**src/rtl/load_unit_if.sv**
```systemverilog
// load_unit_if: request, data-memory and writeback signals of the load unit.
interface load_unit_if #(parameter int XLEN = 32);
  logic            ld_valid;
  logic            ld_ready;
  logic [2:0]      ld_funct3;
  logic [XLEN-1:0] ld_addr;
  logic [4:0]      ld_rd;
  logic            mem_req;
  logic [XLEN-1:0] mem_addr;
  logic            mem_gnt;
  logic            mem_rvalid;
  logic [XLEN-1:0] mem_rdata;
  logic            wb_valid;
  logic            wb_ready;
  logic [4:0]      wb_rd;
  logic [XLEN-1:0] wb_data;
  logic            wb_err;
  modport master (
    output ld_valid, ld_funct3, ld_addr, ld_rd, mem_gnt, mem_rvalid, mem_rdata, wb_ready,
    input  ld_ready, mem_req, mem_addr, wb_valid, wb_rd, wb_data, wb_err
  );
  modport slave (
    input  ld_valid, ld_funct3, ld_addr, ld_rd, mem_gnt, mem_rvalid, mem_rdata, wb_ready,
    output ld_ready, mem_req, mem_addr, wb_valid, wb_rd, wb_data, wb_err
  );
endinterface

```
**src/rtl/load_unit.sv**
```systemverilog
// load_unit: RV32I load path issuing word-aligned reads and extending the addressed byte/half/word.
module load_unit #(
  parameter int XLEN    = 32,
  parameter int BIG_END = 1,
  parameter int TIMEOUT = 255
) (
  input logic clk,
  input logic rst,
  load_unit_if.slave bus
);
  localparam int CW = $clog2(TIMEOUT + 1);
  typedef enum logic [1:0] {IDLE, REQ, WAIT, RESP} state_t;
  state_t          state, state_n;
  logic [2:0]      funct3;
  logic [XLEN-1:0] addr;
  logic [CW-1:0]   cnt;
  logic            bad, timed_out;
  function automatic logic [XLEN-1:0] extract(input logic [XLEN-1:0] r, input logic [2:0] f,
                                              input logic [1:0] off);
    logic [XLEN-1:0] sw;
    logic [7:0]      b;
    logic [15:0]     h;
    for (int i = 0; i < XLEN / 8; i++)
      sw[8*i +: 8] = (BIG_END != 0) ? r[XLEN-8-8*i +: 8] : r[8*i +: 8];
    b = sw[8*off +: 8];
    h = sw[16*off[1] +: 16];
    return f[1] ? sw :
           f[0] ? {{(XLEN-16){~f[2] & h[15]}}, h} :
                  {{(XLEN-8){~f[2] & b[7]}}, b};
  endfunction
  assign bad = (bus.ld_funct3 == 3'b011) || (bus.ld_funct3[2:1] == 2'b11) ||
               (bus.ld_funct3[1:0] == 2'b01 && bus.ld_addr[0]) ||
               (bus.ld_funct3 == 3'b010 && bus.ld_addr[1:0] != 2'b00);
  assign timed_out = (cnt == CW'(TIMEOUT - 1));
  assign bus.ld_ready = (state == IDLE);
  assign bus.mem_req  = (state == REQ);
  assign bus.wb_valid = (state == RESP);
  assign bus.mem_addr = {addr[XLEN-1:2], 2'b00};
  always_comb begin
    state_n = state;
    unique case (state)
      IDLE:    state_n = bus.ld_valid ? (bad ? RESP : REQ) : IDLE;
      REQ:     state_n = bus.mem_gnt ? (bus.mem_rvalid ? RESP : WAIT) : REQ;
      WAIT:    state_n = (bus.mem_rvalid || timed_out) ? RESP : WAIT;
      default: state_n = bus.wb_ready ? IDLE : RESP;
    endcase
  end
  always_ff @(posedge clk) begin
    if (rst) begin
      state       <= IDLE;
      funct3      <= '0;
      addr        <= '0;
      cnt         <= '0;
      bus.wb_rd   <= '0;
      bus.wb_data <= '0;
      bus.wb_err  <= 1'b0;
    end else begin
      state <= state_n;
      unique case (state)
        IDLE: if (bus.ld_valid) begin
          funct3      <= bus.ld_funct3;
          addr        <= bus.ld_addr;
          bus.wb_rd   <= bus.ld_rd;
          bus.wb_err  <= bad;
          bus.wb_data <= '0;
          cnt         <= '0;
        end
        REQ: if (bus.mem_gnt && bus.mem_rvalid) bus.wb_data <= extract(bus.mem_rdata, funct3, addr[1:0]);
        WAIT: begin
          cnt <= (bus.mem_rvalid || timed_out) ? '0 : cnt + CW'(1);
          if (bus.mem_rvalid) bus.wb_data <= extract(bus.mem_rdata, funct3, addr[1:0]);
          else if (timed_out) begin
            bus.wb_err  <= 1'b1;
            bus.wb_data <= '0;
          end
        end
        default: ;
      endcase
    end
  end
endmodule

```
**src/flat_wrapper.sv**
```systemverilog
// flat-port wrapper written by rule: the top's interface ports become plain ports
module load_unit_flat 
#(
  parameter int XLEN    = 32,
  parameter int BIG_END = 1,
  parameter int TIMEOUT = 255
)
  (clk, rst, bus_ld_valid, bus_ld_funct3, bus_ld_addr, bus_ld_rd, bus_mem_gnt, bus_mem_rvalid, bus_mem_rdata, bus_wb_ready, bus_ld_ready, bus_mem_req, bus_mem_addr, bus_wb_valid, bus_wb_rd, bus_wb_data, bus_wb_err);
  load_unit_if #(.XLEN(XLEN)) bus_i ();
  input logic clk;
  input logic rst;
  input wire logic [$bits(bus_i.ld_valid)-1:0] bus_ld_valid;
  input wire logic [$bits(bus_i.ld_funct3)-1:0] bus_ld_funct3;
  input wire logic [$bits(bus_i.ld_addr)-1:0] bus_ld_addr;
  input wire logic [$bits(bus_i.ld_rd)-1:0] bus_ld_rd;
  input wire logic [$bits(bus_i.mem_gnt)-1:0] bus_mem_gnt;
  input wire logic [$bits(bus_i.mem_rvalid)-1:0] bus_mem_rvalid;
  input wire logic [$bits(bus_i.mem_rdata)-1:0] bus_mem_rdata;
  input wire logic [$bits(bus_i.wb_ready)-1:0] bus_wb_ready;
  output wire logic [$bits(bus_i.ld_ready)-1:0] bus_ld_ready;
  output wire logic [$bits(bus_i.mem_req)-1:0] bus_mem_req;
  output wire logic [$bits(bus_i.mem_addr)-1:0] bus_mem_addr;
  output wire logic [$bits(bus_i.wb_valid)-1:0] bus_wb_valid;
  output wire logic [$bits(bus_i.wb_rd)-1:0] bus_wb_rd;
  output wire logic [$bits(bus_i.wb_data)-1:0] bus_wb_data;
  output wire logic [$bits(bus_i.wb_err)-1:0] bus_wb_err;
  assign bus_i.ld_valid = bus_ld_valid;
  assign bus_i.ld_funct3 = bus_ld_funct3;
  assign bus_i.ld_addr = bus_ld_addr;
  assign bus_i.ld_rd = bus_ld_rd;
  assign bus_i.mem_gnt = bus_mem_gnt;
  assign bus_i.mem_rvalid = bus_mem_rvalid;
  assign bus_i.mem_rdata = bus_mem_rdata;
  assign bus_i.wb_ready = bus_wb_ready;
  assign bus_ld_ready = bus_i.ld_ready;
  assign bus_mem_req = bus_i.mem_req;
  assign bus_mem_addr = bus_i.mem_addr;
  assign bus_wb_valid = bus_i.wb_valid;
  assign bus_wb_rd = bus_i.wb_rd;
  assign bus_wb_data = bus_i.wb_data;
  assign bus_wb_err = bus_i.wb_err;
  load_unit #(.XLEN(XLEN), .BIG_END(BIG_END), .TIMEOUT(TIMEOUT)) u_core (.clk(clk), .rst(rst), .bus(bus_i));
endmodule
```
**config.mk**
```make
export PLATFORM = sky130hd
export DESIGN_NAME = load_unit_flat
export DESIGN_NICKNAME = d
export VERILOG_FILES = /design/src/rtl/load_unit_if.sv /design/src/rtl/load_unit.sv /design/src/flat_wrapper.sv
export SDC_FILE = /design/constraint.sdc
export NUM_CORES = 1
export LEC_CHECK = 0
export ABC_AREA = 1
export CORE_UTILIZATION = 45
export CTS_CLUSTER_DIAMETER = 200
export CTS_CLUSTER_SIZE = 24
export DETAILED_ROUTE_END_ITERATION = 8
export PLACE_DENSITY = 0.81
export SETUP_SLACK_MARGIN = 0.2
export SYNTH_ARGS = -nofsm -noshare
export SYNTH_HDL_FRONTEND = slang
export SYNTH_SLANG_ARGS = --single-unit
```
**constraint.sdc**
```tcl
create_clock -name clk -period 2.95 [get_ports clk]
set_input_delay 0.4425 -clock clk [delete_from_list [all_inputs] [get_ports clk]]
set_output_delay 0.4425 -clock clk [all_outputs]
set_load 0.05 [all_outputs]
```
Yosys cells after proc, flatten, opt, wreduce, memory -nomap -nowiden
Cells that the tools add are included.
{"block": "op_classes", "bitwise": 3, "n_reduce_logical": 15, "mux": 21, "addsub": 1, "shift": 2, "n_eq_ne": 13}
{"operator": "two-way mux 32 bit", "n": 6}
{"operator": "case mux 32 bit (3 select lines)", "n": 1}
{"operator": "indexed part select 32 x 6 -> 16 bit", "n": 1}
{"operator": "indexed part select 32 x 6 -> 8 bit", "n": 1}
{"operator": "two-way mux 8 bit", "n": 2}
{"operator": "case mux 8 bit (2 select lines)", "n": 1}
{"operator": "adder 8 x 1 -> 8 bit, second input constant", "n": 1}
{"operator": "equality test 8 bit, second input constant", "n": 1}
{"operator": "two-way mux 2 bit", "n": 4}
{"operator": "AND reduction 4 bit", "n": 2}
{"operator": "equality test 2 bit, second input constant", "n": 3}
{"operator": "equality test 3 x 2 -> 1 bit, second input constant", "n": 2}
{"operator": "case mux 2 bit (3 select lines)", "n": 1}
{"operator": "two-way mux 1 bit", "n": 5}
{"operator": "equality test 2 x 1 -> 1 bit, second input constant", "n": 2}
{"operator": "logical OR 1 bit", "n": 4}
{"operator": "inequality test 2 x 1 -> 1 bit, second input constant", "n": 2}
{"operator": "inequality test 2 bit, second input constant", "n": 2}
{"operator": "AND reduction 2 bit", "n": 2}
{"operator": "nonzero test 2 bit", "n": 2}
{"operator": "logical AND 1 bit", "n": 3}
{"operator": "inequality test 3 x 2 -> 1 bit, second input constant", "n": 1}
{"operator": "nonzero test 3 bit", "n": 1}
{"operator": "bitwise AND 1 bit", "n": 2}
{"operator": "other kinds (3)", "n": 3}
{"block": "word_totals", "ff_bits": 83, "out_inout_bits": 73}

Logic depth before layout (Yosys ltp)
Gate-level depths: netlist of run 1.
{"block": "logic_depth", "ltp_word": 7, "mapped_depth": 11, "ltp_nobuf": 10}

Least setup slack after synthesis of run 1
OpenSTA, ideal clock, no wires.
{"block": "synth_path", "path_type": "reg-to-reg", "start": "reg u_core.state[0]", "end": "reg u_core.bus.wb_data[24]", "stages_incl_launch_ff": 10, "period_less_slack_ns": 1.893, "n_path_buf": 1, "required_time_ns": 2.881, "slack_ns": 1.057, "setup_time_ns": 0.069, "arrival_time_ns": 1.823, "path_cell_list": "dfxtp_1 -> inv_1 -> ha_1 -> inv_1 -> o21ai_0 -> nor2_1 -> nand2_4 -> clkbuf_1 -> nand2_1 -> a21oi_2"}
{"block": "synth_between", "elab_chain_cells": 3, "word_cells_on_any_way": 9}
{"element": "from (decl)", "line_no": "load_unit.sv:13", "source": "state_t state, state_n;"}
{"element": "from (signal assigned)", "line_no": "load_unit.sv:58", "source": "state <= state_n;"}
{"element": "logical NOT 2 bit *"}
{"element": "net bus_ld_ready", "line_no": "flat_wrapper.sv:20", "source": "output wire logic [$bits(bus_i.ld_ready)-1:0] bus_ld_ready;"}
{"element": "inequality test 2 bit (no source line) or nonzero test 3 bit (tied branches)"}
{"element": "AND reduction 4 bit (no source line)"}
{"element": "to (signal assigned)", "line_no": "load_unit.sv:68", "source": "REQ: if (bus.mem_gnt && bus.mem_rvalid) bus.wb_data <= extract(bus.mem_rdata, funct3, addr[1:0]);"}
{"element": "to (signal assigned)", "line_no": "load_unit.sv:71", "source": "if (bus.mem_rvalid) bus.wb_data <= extract(bus.mem_rdata, funct3, addr[1:0]);"}
{"element": "to (decl)", "line_no": "load_unit_if.sv:24", "source": "output ld_ready, mem_req, mem_addr, wb_valid, wb_rd, wb_data, wb_err"}
The timed path passes the listed nets; every way through them passes the cells marked *.
A chain may end at the register's enable or synchronous reset.

Final worst setup path of run 1
{"block": "layout_path", "start": "reg u_core.state[0]", "end": "out bus_ld_ready"}
{"block": "layout_between", "elab_chain_cells": 1}
{"element": "logical NOT 2 bit", "line_no": "load_unit.sv:35", "source": "assign bus.ld_ready = (state == IDLE);"}
{"element": "to (decl)", "line_no": "flat_wrapper.sv:20"}
No other way between the ends.

==> results.ini, run 1 <==
[setup_path]
arrival_ns=1.83
startpoint_type=flip-flop
critical_path_class=reg -> out
worstSetupEndpointType=output port
worstPathRequired_ns=2.51
worstPathMaxFanout=4

[timing]
finalCritPeriodShare_pct=77.0
min_period_ns=2.27
clock_skew_ns=0.00768
slew_headroom_pct=62.9
slew_violations=0
fin_ws_ns=0.679
timing.setup.tns_ns=0
rsz0062_at_grt=false
setup_violations=0
max_slew.worst_pin.slew_ns=0.557
finalHoldViolations=0
fmax_mhz=440

[power_and_ir_drop]
power_mw=3.52
p_leak_nw=2.12
vdd_drop_max_mv=0.398
power_density_nw_per_um2=630

[yosys]
synthMuxAreaShare_pct=0
synthArstFlopShare_pct=0
synth_top_cell_by_area=dfxtp_1
ys_ff_latch=83
synth_top_family_by_area=simple AND/OR/NAND/NOR gates
synth_most_common_cell=nand2_1
yosysWarnings=0
synth_xor_xnor_area_share_pct=1.05
syn_avg_cell_area_sq_um=7.31
synth_compound_area_share_pct=14.2
yosys.area_share.simple_pct=31.5
synth_edf_count=0
syn_area_sq_um=4150
ys_top_cells_by_area=dfxtp_1 40%, nand2_1 10%, nor2_1 9.4%, buf_4 6.0%, o21ai_0 5.4%
synth_adder_area_share_pct=1.81
synthFlopType=dfxtp_1
ys_types=39
synth_cells=568
synth_common_cells=112 x nand2_1, 104 x nor2_1, 83 x dfxtp_1
synth_top_area_share_pct=40.0
synth.yosys.seq_area_share_pct=40.0

[floorplan]
dieArea_sq_um=9620
die_w_microns=98.1
initial_core_util_pct=46.9
core_sq_um=8850
io_pins=151
die_y_microns=98.1
num_rows=34

[placed_design]
dp_hpwl_microns=8140
place.gp.congestion=0.894
dp_worst_setup_slack_ns=0.563
io_buffers=148
placed_area_sq_um=5420

[route]
dr.first_iter.drc_count=223
ant_nets=0
drcViolationCount=10
viasPerCell=5.14
drtPass1Iterations=9
vias=4017
wl_per_cell_microns=14.0
routed_wirelength_microns=10900

[finish]
ff_latch_area_sq_um=1660
fillCellCount=832
multi_input_area_sq_um=2020
num_antenna_cells=0
fin_area_sq_um=5590
drive_gt1_share_pct=10.5
fin_nets=756
post-route-util_pct=63.2
synthToLayoutAreaGrowth_pct=34.6

[clock_tree]
clock-sinks=83
clkTransAtPathRegs_ns=0.08
cts-root-buf=clkbuf_8
ctsResizeCount=0
post-cts-setup-buffers=0
clock_latency_ns=0.34
ctsHtreeMaxLevel=3
cts_inserted_buffers=9
hold_buffers=0
cts.path.max_buffers=2
cts_tree=built

[status]
violations=design-rule violations
outcome=finished with violations

[grt]
grt_pass1_wl_microns=17800
grt_max_degree=43
grt_usage_pct=23.0
grt_pass1_vias=3815
grt.overflow.total=0
grt_antenna_before_repair=0

[hold_path]
hp-class=reg -> reg

[run]
maxCapViolations=0

## cells in the final DEF (no fill, tap or decap), types with 2 or more instances in the layout
cell             count
xor2_1               3
o21ai_1              2
nand3_2             11
nand3_1             26
nand2_1            112
nor2_1             104
dfxtp_1             83
nand2_2              5
inv_1               15
a21oi_1             35
nand4_1              9
ha_1                 6
clkdlybuf4s50_1    148
o21ai_0             45
clkinv_2             4
inv_2                4
o211ai_1             6
a21oi_2              8
clkbuf_8             9
conb_1               2
buf_4                5
or2_2               16
xnor2_1              2
## layout make-up
class	instances	share of cell area, %
clock inverter	4	0.806
multi-input combinational	404	36.2
clock buffer	9	2.22
timing repair buffer	153	27.2
inverter	21	1.43
tap	108	2.42
sequential	83	29.7
## sequential cells by signal (all words and copies together) (netlist names)
| name | count |
|---|---|
| u_core.bus.wb_data | 32 |
| u_core.addr | 32 |
| u_core.bus.wb_err | 1 |
| u_core.state | 2 |
| u_core.bus.wb_rd | 5 |
| u_core.cnt | 8 |
| u_core.funct3 | 3 |
## final timing paths
kind,endpoint,slack [ns],startpoint,depth (start not counted)
setup / recovery,bus_ld_ready,0.68,u_core.state[0],3
hold / removal,u_core.bus.wb_err,0.46,u_core.bus.wb_err,2
setup reg to reg,u_core.bus.wb_data[20],0.82,u_core.state[0],9
hold reg to reg,u_core.bus.wb_err,0.46,u_core.bus.wb_err,2
## worst max-delay path, cell delays in order, from the launching register on
cell,delay (ns)
dfxtp_1,0.33
inv_1,0.08
ha_1,0.24
clkdlybuf4s50_1,0.84
## stage by stage
step | cells | hold slack (ns)
floorplan | 569 | 0.444
global placement | 769 | 0.437
detailed placement | 769 | 0.450
CTS | 782 | 0.468
global route | 782 | 0.479
finish | 782 | 0.463
## power breakdown
group | internal [mW] | leakage, nW | switching [mW] | total [mW]
registers | 1.25 | 0.679 | 0.0815 | 1.33
logic | 0.489 | 1.35 | 0.959 | 1.45
clock network | 0.373 | 0.0906 | 0.375 | 0.748
## routing by layer
metal / routed length, microns / up-vias / global-route usage (%)
li1: - / 2009 / -
met1: 4410 / 1811 / 27.6
met3: 633 / 44 / 3.65
met2: 5370 / 153 / 38.8
met5: 0 / - / 0
met4: 518 / 0 / 13.8
## logic make-up (layout without fill, tap and decap cells)
logic type	after synthesis	in the layout
AND/OR/NAND/NOR	289	289
AO/OA/AOI/OAI	102	102
flip-flops	83	83
buffers and inverters	82	187
adder cells (fa/ha/maj)	6	6
XOR/XNOR	5	5
other	1	2
(Power assumes the default switching activity.)
==> run 2, diff against run 1 <==
--- a/config.mk
+++ b/config.mk
@@ -6,11 +6,11 @@
 export NUM_CORES = 1
 export LEC_CHECK = 0
 export ABC_AREA = 1
-export CORE_UTILIZATION = 45
+export CORE_UTILIZATION = 41
 export CTS_CLUSTER_DIAMETER = 200
 export CTS_CLUSTER_SIZE = 24
 export DETAILED_ROUTE_END_ITERATION = 8
-export PLACE_DENSITY = 0.81
+export PLACE_DENSITY = 0.77
 export SETUP_SLACK_MARGIN = 0.2
 export SYNTH_ARGS = -nofsm -noshare
 export SYNTH_HDL_FRONTEND = slang
==> constraint.sdc (replaced) <==
create_clock -name clk -period 2 [get_ports clk]
set_input_delay 0.3 -clock clk [delete_from_list [all_inputs] [get_ports clk]]
set_output_delay 0.3 -clock clk [all_outputs]
set_load 0.05 [all_outputs]
==> run 2 against run 1 <==
- the run now ends clean
- worst setup slack got worse by 0.44 ns
- design area increased by 5.0%
- wire length increased by 9.2%
- clock power increased by 76%
- count of clock-buffer cells in the layout increased by 1
- register-to-register slack got worse by 0.58 ns
- die area increased by 9.5%
- critical path depth increased by 8
- global-route usage decreased by 1.1 points
- clock skew increased by 0.0045 ns
- combinational power increased by 62%
- first-iteration DRC count increased by 38%
- critical path type is now reg -> reg
- largest cell class unchanged
- largest power group unchanged
==> results.ini, run 2 (synthesis results as in run 1) <==
[finish]
largest_registers=u_core.addr x32, u_core.bus.wb_data x32, u_core.cnt x8
drive_gt1_share_pct=14.6  ; +4.1 points
fin_nets=769  ; +1.7%
synthToLayoutAreaGrowth_pct=41.4
multi_input_area_sq_um=2120  ; +4.8%
num_antenna_cells=0  ; unchanged
ff_latch_area_sq_um=1660  ; +0.15%
fin_cells=823  ; +5.2%
fillCellCount=916  ; +10%
final_cell_mix=110 x nand2_1, 103 x nor2_1, 81 x dfxtp_1
mostFrequentLayoutCell=nand2_1

[floorplan]
core_sq_um=9770  ; +10%
die_y_microns=103  ; +4.7%
io_pins=151  ; unchanged
dieArea_sq_um=10500  ; +9.5%
num_rows=36  ; +5.9%
initial_core_util_pct=42.5  ; -4.4 points
die_w_microns=103  ; +4.7%

[grt]
grt_antenna_before_repair=0  ; unchanged
grt_pass1_wl_microns=18000  ; +1.0%
grt_usage_pct=22.0  ; -1.1 points
grt_pass1_vias=3924  ; +2.9%
grt_max_degree=36  ; -16%
grt.overflow.total=0  ; unchanged

[clock_tree]
cts.path.max_buffers=2  ; unchanged
hold_buffers=0  ; unchanged
ctsHtreeMaxLevel=3  ; unchanged
clock-sinks=83  ; unchanged
cts_tree=built
cts_inserted_buffers=9  ; unchanged
clock_latency_ns=0.34  ; about the same
cts-root-buf=clkbuf_8
clkTransAtPathRegs_ns=0.09  ; about the same

[placed_design]
place.gp.congestion=0.832  ; -6.8%
io_buffers=148  ; unchanged
post-place-cells=799  ; +3.9%
dp_hpwl_microns=8370  ; +2.9%

[setup_path]
worstPathMaxFanout=16  ; +12
cpPeakStageDelay_ns=0.39  ; -0.45 ns
critical_path_class=reg -> reg
worstSetupEndpointType=flip-flop
crit_family=buffers and inverters
worstPathRequired_ns=2.21  ; -0.30 ns
startpoint_type=flip-flop
crit_chain=inv_2, ha_4, inv_1, o21ai_2, nor2_2, buf_4, nand2_8, buf_4, clkbuf_16, nand2_1, a21oi_2
critPathSlowestCell=dfxtp_2
crit_buf_inv=5  ; +3
arrival_ns=1.98  ; +0.15 ns
crit_top_cell=buf_4

[power_and_ir_drop]
power_density_nw_per_um2=958  ; +52%
vdd_drop_max_mv=0.585  ; +47%
p_int_mw=3.36  ; +59%
p_leak_nw=2.72  ; +28%
p_comb_share_pct=41.8  ; +0.7 points
p_seq_share_pct=34.7  ; -3.0 points
p_clk_share_pct=23.5  ; +2.3 points
power_mw=5.63  ; +60%
p_switching_mw=2.27  ; +60%
p_sw_share_pct=40.4  ; +0.17 points

[route]
dr.first_iter.drc_count=308  ; +38%
drtPass1Iterations=5  ; -4
drcViolationCount=0  ; -10
ant_nets=0  ; unchanged
viasPerCell=5.00  ; -2.7%
routed_wirelength_microns=11900  ; +9.2%
vias=4115  ; +2.4%
wl_per_cell_microns=14.5  ; +3.7%

[timing]
finalCritPeriodShare_pct=88.2
timing.setup.tns_ns=0  ; unchanged
slew_headroom_pct=47.4  ; -15 points
slew_violations=0  ; unchanged
setup_violations=0  ; unchanged
max_slew.worst_pin.slew_ns=0.789  ; +0.232 ns
fmax_mhz=567
min_period_ns=1.76
clock_skew_ns=0.0122  ; +0.00448 ns
rsz0062_at_grt=true
finalHoldViolations=0  ; unchanged

[hold_path]
hp-class=reg -> reg

[status]
outcome=complete, no violations

[run]
maxCapViolations=0  ; unchanged

==> run 2: cell count changes in the layout (fill, tap and decap cells not counted), sizes merged, moves of 2 or more <==
cell	previous run	this run
dlymetal6s2s	0	16
clkbuf	9	11
clkinv	5	3
clkdlybuf4s50	148	77
clkinvlp	0	2
dlygate4sd2	0	52
buf	5	19
==> run 2: worst register-to-register path, cell delays in order (launching register included) <==
cell and delay [ns]:
dfxtp_2 0.39, inv_2 0.08, ha_4 0.18, inv_1 0.07
o21ai_2 0.06, nor2_2 0.14, buf_4 0.15, nand2_8 0.08
buf_4 0.15, clkbuf_16 0.17, nand2_1 0.10, a21oi_2 0.07
==> run 2: path summary, 6_finish.rpt <==
check                    start                      to  slack (ns)  cells after the start
max            u_core.state[1]  u_core.bus.wb_data[29]        0.24                     11
min          u_core.bus.wb_err       u_core.bus.wb_err        0.46                      2
max reg2reg    u_core.state[1]  u_core.bus.wb_data[29]        0.24                     11
min reg2reg  u_core.bus.wb_err       u_core.bus.wb_err        0.46                      2
==> run 2: stage by stage <==
| stage | setup WS, ns | utilization [%] | hold WS [ns] | area (sq um) |
|---|---|---|---|---|
| floorplan | 0.267 | - | 0.444 | 4160 |
| global placement | 0.0805 | 56.3 | 0.444 | 5500 |
| detailed placement | 0.0186 | 56.3 | 0.453 | 5500 |
| CTS | 0.201 | 58.0 | 0.463 | 5670 |
| global route | 0.172 | 60.1 | 0.482 | 5870 |
| finish | 0.237 | 60.1 | 0.460 | 5870 |
==> run 2: metal layers <==
metal  GRT usage, %  vias up  wire length, microns
li1               -     2041                     -
met1           26.5     1874                  5000
met2           36.6      159                  5750
met3           5.02       41                   774
met4           11.1        0                   401
met5              0        -                     0
==> run 2: repair_timing <==
item / CTS / global route
setup buffers: 0 / 6
gates cloned: 1 / 1
endpoints found under the hold margin: 0 / 0
gates resized for setup: 55 / 35
pin swaps: 2 / 6
setup endpoints to repair: 78 / 58
==> run 2: final cells by class <==
cell class / instances / share of cell area (%)
multi-input cells: 405 / 36.1
flip-flops and latches: 83 / 28.3
repair buffers: 165 / 27.6
well taps: 133 / 2.83
clock buffers: 10 / 2.17
clock inverters: 6 / 1.51
inverters: 21 / 1.36
==> run 2: power groups by stage <==
| stage | logic [mW] | registers [mW] | clock network, mW |
|---|---|---|---|
| after floorplan | 1.47 | 2.15 | 0 |
| after global placement | 2.17 | 1.98 | 0 |
| final | 2.35 | 1.95 | 1.32 |
| after CTS | 2.16 | 1.95 | 1.35 |
| after detailed placement | 2.20 | 1.99 | 0 |
| after global routing | 2.53 | 1.98 | 1.43 |
==> run 3, diff against run 2 <==
--- a/config.mk
+++ b/config.mk
@@ -6,11 +6,11 @@
 export NUM_CORES = 1
 export LEC_CHECK = 0
 export ABC_AREA = 1
-export CORE_UTILIZATION = 41
+export CORE_UTILIZATION = 45
 export CTS_CLUSTER_DIAMETER = 200
 export CTS_CLUSTER_SIZE = 24
 export DETAILED_ROUTE_END_ITERATION = 8
-export PLACE_DENSITY = 0.77
+export PLACE_DENSITY = 0.81
 export SETUP_SLACK_MARGIN = 0.2
 export SYNTH_ARGS = -nofsm -noshare
 export SYNTH_HDL_FRONTEND = slang
==> constraint.sdc (replaced) <==
create_clock -name clk -period 1.8 [get_ports clk]
set_input_delay 0.27 -clock clk [delete_from_list [all_inputs] [get_ports clk]]
set_output_delay 0.27 -clock clk [all_outputs]
set_load 0.05 [all_outputs]
==> run 3 against run 2 <==
- the run now ends with design-rule violations left
- hold slack lost 0.0032 ns
- critical path depth shrank 1
- worst setup slack lost 0.054 ns
- clock power shrank 3%
- first-iteration DRC count shrank 0.32%
- maximum frequency grew 9.0%
- via count grew 0.32%
- power grew 10%
- combinational power grew 17%
- count of clock-buffer cells in the layout grew 1
- wire length shrank 1.6%
- final cell count shrank 2.3%
- highest routed layer unchanged
==> results.ini, run 3 (synthesis results as in run 1) <==
[placed_design]
dp_worst_setup_slack_ns=-0.0872  ; -0.106 ns
dp_hpwl_microns=8060  ; -3.7%
io_buffers=148  ; unchanged
post-place-cells=777  ; -2.8%
placed_area_sq_um=5530  ; +0.43%
place.gp.congestion=0.901  ; +8.3%

[timing]
hold_slack_ns=0.457  ; -0.00316 ns
fmax_mhz=618  ; +9.0%
slew_violations=0  ; unchanged
min_period_ns=1.62  ; -0.146 ns
finalCritPeriodShare_pct=89.9  ; +1.7 points
setup_violations=0  ; unchanged
finalHoldViolations=0  ; unchanged
slew_headroom_pct=65.2  ; +18 points
fin_ws_ns=0.183  ; -0.0543 ns
rsz0062_at_grt=true
max_slew.worst_pin.slew_ns=0.524  ; -0.264 ns
clock_skew_ns=0.0103  ; -0.00183 ns

[setup_path]
startpoint_type=flip-flop
r2r-start=u_core.state[0]
worstSetupEndpointType=flip-flop
r2r_cells=10  ; -1
crit_chain=inv_4, ha_4, inv_2, o21ai_2, nor2_4, buf_6, nand3_4, nor2_1, nand2_1, a21oi_1
startpoint=u_core.state[0]
arrival_ns=1.89  ; -0.09 ns
crit_end=u_core.bus.wb_data[12]
worstPathRequired_ns=2.07  ; -0.14 ns
rr_endpoint=u_core.bus.wb_data[12]
cpPeakStageDelay_ns=0.41  ; +0.02 ns
critical_path_class=reg -> reg
critPathSlowestCell=dfxtp_4
r2r_slack_ns=0.18  ; -0.05 ns
worstPathMaxFanout=5  ; -11

[clock_tree]
ctsHtreeMaxLevel=3  ; unchanged
clock_latency_ns=0.34  ; about the same
cts_tree=built
clkTransAtPathRegs_ns=0.09  ; about the same
hold_buffers=0  ; unchanged
cts-root-buf=clkbuf_8
cts.path.max_buffers=2  ; unchanged
cts_inserted_buffers=9  ; unchanged
clock-sinks=83  ; unchanged

[route]
ant_nets=0  ; unchanged
drtPass1Iterations=7  ; +2
dr.first_iter.drc_count=307  ; -0.32%
viasPerCell=5.13  ; +2.7%
wl_per_cell_microns=14.6  ; +0.77%
drcViolationCount=11  ; +11
routed_wirelength_microns=11700  ; -1.6%
vias=4128  ; +0.32%

[power_and_ir_drop]
p_seq_share_pct=35.2  ; +0.5 points
vdd_drop_max_mv=0.604  ; +3.3%
p_clk_share_pct=20.6  ; -2.9 points
p_int_mw=3.64  ; +8.3%
p_leak_nw=2.50  ; -7.8%
p_sw_share_pct=41.4  ; +1.1 points
power_density_nw_per_um2=1040  ; +8.7%
p_comb_share_pct=44.2  ; +2.4 points
p_switching_mw=2.57  ; +13%

[grt]
grt_usage_pct=24.4  ; +2.4 points
grt_max_degree=46  ; +28%
grt_antenna_before_repair=0  ; unchanged
grt.overflow.total=0  ; unchanged
grt_pass1_vias=3985  ; +1.6%
grt_pass1_wl_microns=18800  ; +4.4%

[floorplan]
io_pins=151  ; unchanged
num_rows=34  ; -5.6%
die_w_microns=98.1  ; -4.5%
die_y_microns=98.1  ; -4.5%
dieArea_sq_um=9620  ; -8.7%
core_sq_um=8850  ; -9.5%
initial_core_util_pct=46.9  ; +4.4 points

[finish]
synthToLayoutAreaGrowth_pct=43.5
fin_nets=776  ; +0.91%
num_antenna_cells=0  ; unchanged
fin_cells=804  ; -2.3%
mostFrequentLayoutCell=nand2_1
drive_gt1_share_pct=21.8  ; +7.2 points
fin_area_sq_um=5960  ; +1.5%
final_cell_mix=106 x nand2_1, 93 x nor2_1, 79 x dfxtp_1
largest_registers=u_core.addr x32, u_core.bus.wb_data x32, u_core.cnt x8

[status]
outcome=finished with violations
violations=design-rule violations

[hold_path]
hp-class=reg -> reg

[run]
maxCapViolations=0  ; unchanged

[run 3: layer usage]
metal	track usage (%)	vias to the layer above	routed length (microns)	part of all wire [%]
met3	3.36	28	665	5.7
met2	42.7	137	5860	50
li1	-	2059	-	-
met5	0	-	0	0
met4	12.4	0	332	2.8
met1	29.1	1904	4890	42
[run 3: worst min path at each step]
stage                           from  slack [ns]               endpoint  cells past startpoint
2_1_floorplan        bus_ld_addr[10]        0.44        u_core.addr[10]                      2
3_3_place_gp       u_core.bus.wb_err        0.44      u_core.bus.wb_err                      2
3_5_place_dp       u_core.bus.wb_err        0.44      u_core.bus.wb_err                      2
4_1_cts            u_core.bus.wb_err        0.46      u_core.bus.wb_err                      2
5_1_grt        u_core.bus.wb_data[5]        0.49  u_core.bus.wb_data[5]                      2
6_report           u_core.bus.wb_err        0.46      u_core.bus.wb_err                      2
[run 3: cell type report]
class / count / area (sq um)
Inverter: 21 / 87.6
Clock inverter: 4 / 32.5
Timing Repair Buffer: 170 / 1620
Multi-Input combinational cell: 407 / 2250
Sequential cell: 83 / 1670
Tap cell: 108 / 135
Clock buffer: 11 / 163
Fill cell: 769 / 2890
[run 3: worst max-delay path: cells and delay by family, from the launching register on]
family / cells / cell delay (ns)
compound gates: 2 / 0.19
fa+ha+maj: 1 / 0.18
buf+inv: 3 / 0.26
flops: 1 / 0.41
simple gates: 4 / 0.50
[run 3: through the flow]
stage               TNS (ns)  total power [mW]  utilization, %
CTS                        0              6.10            65.6
global route               0              6.55            67.4
detailed placement    -0.942              4.73            62.4
global placement     -0.0150              4.68            62.4
floorplan                  0              4.07               -
finish                     0              6.21            67.4
[run 3: timing repair]
item	4_1_cts	5_1_grt
resized for setup	74	36
pin swaps	8	14
endpoints found under the setup margin	92	83
gates cloned	4	0
buffers inserted	4	4
[run 3: power groups by stage]
| stage | Sequential, mW | Clock (mW) | Combinational, mW |
|---|---|---|---|
| final | 2.19 | 1.28 | 2.74 |
| after global routing | 2.21 | 1.41 | 2.93 |
| after CTS | 2.18 | 1.32 | 2.61 |
| after detailed placement | 2.22 | 0 | 2.50 |
| after global placement | 2.21 | 0 | 2.47 |
| after floorplan | 2.40 | 0 | 1.67 |
